[src/rtl/pc_fetch_unit_pkg.sv]
// Shared bus widths, reset vector default and fetch FSM state encodings
// for the PC / instruction-fetch slice.
package pc_fetch_unit_pkg;

  localparam int ADDRESS_BUS_WIDTH    = 16;
  localparam int DATA_BUS_WIDTH       = 16;
  localparam int RESET_VECTOR_DEFAULT = 0;

  typedef enum logic [1:0] {
    S_FETCH = 2'd0,
    S_ISSUE = 2'd1
  } state_t;

endpackage

[src/rtl/pc_fetch_unit_pc_register.sv]
// Program counter flop: async reset to RESET_VECTOR, loads i_load_val when i_load.
// Single-cycle update; no backpressure (caller decides when to load).
module pc_fetch_unit_pc_register #(
  parameter int                ADDR_W       = 16,
  parameter logic [ADDR_W-1:0] RESET_VECTOR = '0
) (
  input  logic              clk,
  input  logic              reset_n,
  input  logic              i_load,
  input  logic [ADDR_W-1:0] i_load_val,
  output logic [ADDR_W-1:0] o_pc
);

  logic [ADDR_W-1:0] r_pc;

  always_ff @(posedge clk or negedge reset_n) begin
    if (!reset_n) begin
      r_pc <= RESET_VECTOR;
    end else if (i_load) begin
      r_pc <= i_load_val;
    end
  end

  assign o_pc = r_pc;

endmodule

[src/rtl/pc_fetch_unit.sv]
// PC owner and fetch sequencer: one outstanding request, instr_valid one edge after ack.
// Stall drops fetch_req and freezes PC; issued instruction held until instr_ready (drain allowed under stall).
module pc_fetch_unit
  import pc_fetch_unit_pkg::*;
#(
  parameter int                ADDR_W       = ADDRESS_BUS_WIDTH,
  parameter int                DATA_W       = DATA_BUS_WIDTH,
  parameter int                PC_INC       = 1,
  parameter logic [ADDR_W-1:0] RESET_VECTOR = ADDR_W'(RESET_VECTOR_DEFAULT)
) (
  input  logic              clk,
  input  logic              reset_n,
  input  logic              stall,
  input  logic              branch_valid,
  input  logic [ADDR_W-1:0] branch_target,
  output logic              fetch_req,
  input  logic              fetch_ack,
  input  logic [DATA_W-1:0] instr_in,
  output logic [ADDR_W-1:0] pc_out,
  output logic [ADDR_W-1:0] pc_next_seq,
  output logic [DATA_W-1:0] instr_out,
  output logic [ADDR_W-1:0] instr_pc,
  output logic              instr_valid,
  input  logic              instr_ready
);

  state_t            r_state;
  logic [DATA_W-1:0] r_instr_out;
  logic [ADDR_W-1:0] r_instr_pc;
  logic              r_instr_valid;

  logic [ADDR_W-1:0] w_pc;
  logic [ADDR_W-1:0] w_pc_next_seq;
  logic [ADDR_W-1:0] w_pc_load_val;
  logic              w_pc_load;
  logic              w_fetch_req;
  logic              w_fire;

  // Gated by reset_n so the request vanishes the instant reset asserts.
  assign w_fetch_req   = reset_n & (r_state == S_FETCH) & ~stall & ~branch_valid;
  assign w_fire        = w_fetch_req & fetch_ack;
  assign w_pc_next_seq = w_pc + ADDR_W'(PC_INC);
  assign w_pc_load     = branch_valid | w_fire;
  assign w_pc_load_val = branch_valid ? branch_target : w_pc_next_seq;

  pc_fetch_unit_pc_register #(
    .ADDR_W      (ADDR_W),
    .RESET_VECTOR(RESET_VECTOR)
  ) u_pc_register (
    .clk       (clk),
    .reset_n   (reset_n),
    .i_load    (w_pc_load),
    .i_load_val(w_pc_load_val),
    .o_pc      (w_pc)
  );

  // Branch wins over everything: any captured or in-flight instruction is dropped.
  always_ff @(posedge clk or negedge reset_n) begin
    if (!reset_n) begin
      r_state       <= S_FETCH;
      r_instr_out   <= '0;
      r_instr_pc    <= '0;
      r_instr_valid <= 1'b0;
    end else if (branch_valid) begin
      r_state       <= S_FETCH;
      r_instr_valid <= 1'b0;
    end else begin
      case (r_state)
        S_FETCH: begin
          if (w_fire) begin
            r_instr_out   <= instr_in;
            r_instr_pc    <= w_pc;
            r_instr_valid <= 1'b1;
            r_state       <= S_ISSUE;
          end
        end
        S_ISSUE: begin
          if (instr_ready) begin
            r_instr_valid <= 1'b0;
            r_state       <= S_FETCH;
          end
        end
        default: begin
          r_instr_valid <= 1'b0;
          r_state       <= S_FETCH;
        end
      endcase
    end
  end

  assign fetch_req   = w_fetch_req;
  assign pc_out      = w_pc;
  assign pc_next_seq = w_pc_next_seq;
  assign instr_out   = r_instr_out;
  assign instr_pc    = r_instr_pc;
  assign instr_valid = r_instr_valid;

endmodule

[config.mk]
export PLATFORM = sky130hd
export DESIGN_NAME = pc_fetch_unit
export DESIGN_NICKNAME = d
export VERILOG_FILES = /design/src/rtl/pc_fetch_unit_pkg.sv /design/src/rtl/pc_fetch_unit_pc_register.sv /design/src/rtl/pc_fetch_unit.sv
export SDC_FILE = /design/constraint.sdc
export NUM_CORES = 1
export LEC_CHECK = 0
export CAP_MARGIN = 20
export CORE_MARGIN = 2
export CORE_UTILIZATION = 30
export CTS_BUF_LIST = sky130_fd_sc_hd__clkbuf_4 sky130_fd_sc_hd__clkbuf_8
export CTS_CLUSTER_DIAMETER = 80
export DETAILED_ROUTE_END_ITERATION = 8
export PLACE_DENSITY = 0.75
export SLEW_MARGIN = 5
export SYNTH_ARGS = -nofsm -noshare
export SYNTH_HDL_FRONTEND = slang
export SYNTH_SLANG_ARGS = --single-unit
[constraint.sdc]
create_clock -name clk -period 1.5 [get_ports clk]
set_clock_uncertainty 0.1 [all_clocks]
set_input_delay 0.3 -clock clk [delete_from_list [all_inputs] [get_ports clk]]
set_output_delay 0.3 -clock clk [all_outputs]
set_load 0.01 [all_outputs]
==> flow_summary.toml <==
[run_status]
outcome = "complete, but fails checks"
violations = "negative setup slack"

[setup_path]
cpPeakStageDelay_ps = 420
arrival_ps = 1580
cp_slowest_cell = "dfrtp_2"
crit_required_ps = 1100
crit_fanout = 4
worstPathCellList = "ha_4 -> and2_4 -> nand4_1 -> xnor2_2 -> buf_2"
crit_family = "flip-flops"
critical_path_class = "register to output pin"
worstSetupStartpointType = "register"
endpoint_kind = "output pin"
critPathBufInv = 1

[synth]
synth_cell_types = 35
yosys-top-cells-count = "nand2_1 (101), dfrtp_1 (49), nand3_1 (15)"
yosysWarningCount = 0
synth_top_area_share = 0.517
synth-edff-count = 0
yosysMostFrequentCell = "nand2_1"
syn_area_um2 = 2370
synth.avg_cell_area_um2 = 8.98
syn_nets = 303
ys.flop_type = "dfrtp_1"
synthTopCellsByArea = "dfrtp_1 (52%), nand2_1 (16%), xnor2_1 (4.4%)"
ys_ff_latch = 49
yosysTopAreaCell = "dfrtp_1"
seq_area_frac_synth = 0.517
async_reset_ff_frac = 1.00
synthCells = 264

[cts]
numCtsBuffers = 5
clock-sinks = 49
h-tree-depth = 2
root_buffer = "clkbuf_8"
clk_path_buf_depth = 2
clkLatencyLatePin_ps = 300
path_clk_slew_ps = 90
cts_tree = "built"

[power]
p_per_area_nw_per_um2 = 837
irDropWorstVdd_mv = 0.546
p_leak_nw = 2.45

[sta]
slew_violations = 0
relSlewSlack = 0.576
worst_pin_slew_ps = 636
max_freq_mhz = 505
fin_crit_ps = 1980
finalCritPeriodShare = 1.32
rsz0062_at_grt = "true"
setup_slack_ps = -480
finalSetupTns_ps = -12540
hold_viol = 0
finalSetupViolCount = 66

[floorplan]
die_w_um = 92.9
start_util = 0.308
pin_count = 104
fp.dieH_um = 92.9
design.core.area_um2 = 7690
fp-row-count = 32
die-area_um2 = 8630

[placement]
place_ws_ps = -630
gp_congestion = 0.842
dp_hpwl_mm = 5.40
post_dp_cell_area_um2 = 3910
io_buffers = 103
dp.cells = 494

[global_routing]
grt_pass1_wl_mm = 14.2
antenna_found_initial = 0
grt_pass1_vias = 2787
grt_max_degree = 49
track_usage = 0.209
grt-ovfl-total = 0

[cells_and_area]
fin_cells = 545
postLayoutCellArea_um2 = 4920
fin_nets = 481
area_growth_pct = 108
n_antenna_cell = 0
layout-drive-gt1-share = 0.555

[detailed_routing]
vias_per_cell = 4.95
drc_errors = 0
num_vias = 2700
drt_iter0_drc = 182
first_pass_iters = 4
drt_wl_total_mm = 9.62
wl_per_cell_um = 17.6
ant_nets = 0

[hold_path]
hold_class = "primary input to async pin"

[job]
drv_cap = 0
-- cell usage in the layout, fill, tap and decap left out, types with 4 or more instances in the layout --
cell,n
buf_6,41
nand4_1,6
buf_8,8
clkdlybuf4s50_1,33
nand2_4,23
dlygate4sd2_1,36
dfrtp_2,5
nand3_1,8
buf_12,5
nand2_1,34
clkbuf_8,6
xnor2_2,10
a22oi_1,7
nand2_2,44
or3_1,4
buf_2,18
dfrtp_1,44
buf_4,40
nand3_2,4
-- metrics by stage --
step	hold slack [ps]	utilization	power [W]
finish	56.7	0.640	0.00412
global route	111	0.640	0.00433
CTS	84.2	0.592	0.00389
detailed placement	135	0.509	0.00304
global placement	132	0.509	0.00301
floorplan	-95.6	-	0.00218
-- metal layers --
metal / up-vias / routed length (um) / track usage
met5: - / 0 / 0
met4: 0 / 253 / 0.0895
met3: 17 / 592 / 0.0456
met2: 105 / 5040 / 0.349
met1: 1333 / 3740 / 0.261
li1: 1245 / - / -
-- cells by family after synthesis --
kind of cell | count (synthesis) | share of synthesized area
compound gates | 29 | 0.0876
xor+xnor | 16 | 0.0591
fa+ha+maj | 1 | 0.00528
buf+inv | 20 | 0.0433
flops | 49 | 0.517
mux | 1 | 0.00475
simple gates | 148 | 0.282
-- sequential cells by signal, indices dropped and copies added, names as in the netlist --
signal / count
u_pc_register.o_pc: 16
instr_pc: 16
instr_valid: 1
instr_out: 16
-- worst register-to-register path, delay by kind of cell, from the launching register on --
| family | cells | cell delay (ps) |
|---|---|---|
| buffers and inverters | 4 | 490 |
| DFF | 1 | 360 |
| and+or+nand+nor | 4 | 890 |
-- final timing paths --
kind	startpoint	to	slack [ps]	cells past startpoint
worst min register to register	instr_out[11]$_DFFE_PN0P_	instr_out[11]$_DFFE_PN0P_	390	2
min in group clk	instr_out[11]$_DFFE_PN0P_	instr_out[11]$_DFFE_PN0P_	390	2
worst min-delay path	reset_n	instr_out[6]$_DFFE_PN0P_	60	2
max in group asynchronous	reset_n	u_pc_register.o_pc[9]$_DFFE_PN0P_	770	2
worst max-delay path	u_pc_register.o_pc[0]$_DFFE_PN0P_	pc_next_seq[6]	-480	5
worst max register to register	u_pc_register.o_pc[5]$_DFFE_PN0P_	u_pc_register.o_pc[15]$_DFFE_PN0P_	-390	8
-- layout make-up --
class	instances	area, um^2
Timing Repair Buffer	187	1800
Sequential cell	49	1230
Fill cell	611	2760
Multi-Input combinational cell	197	1660
Clock buffer	8	97.6
Inverter	2	10.0
Tap cell	102	128
-- where the power goes --
group	total (W)	internal, W	leakage (nW)	switching, W
clock network	0.000858	0.000414	0.0523	0.000444
registers	0.00171	0.00153	0.609	0.000173
logic	0.00156	0.000831	1.79	0.000727
-- timing repair --
item                                    4_1_cts  5_1_grt
endpoints found under the setup margin      115       80
endpoints found under the hold margin         1        0
cloned                                        8        0
hold buffers                                  1        0
gates resized for setup                     252      116
buffers inserted                             28       25
pin swaps                                    84       71
Power figures use the tool's default switching activity.
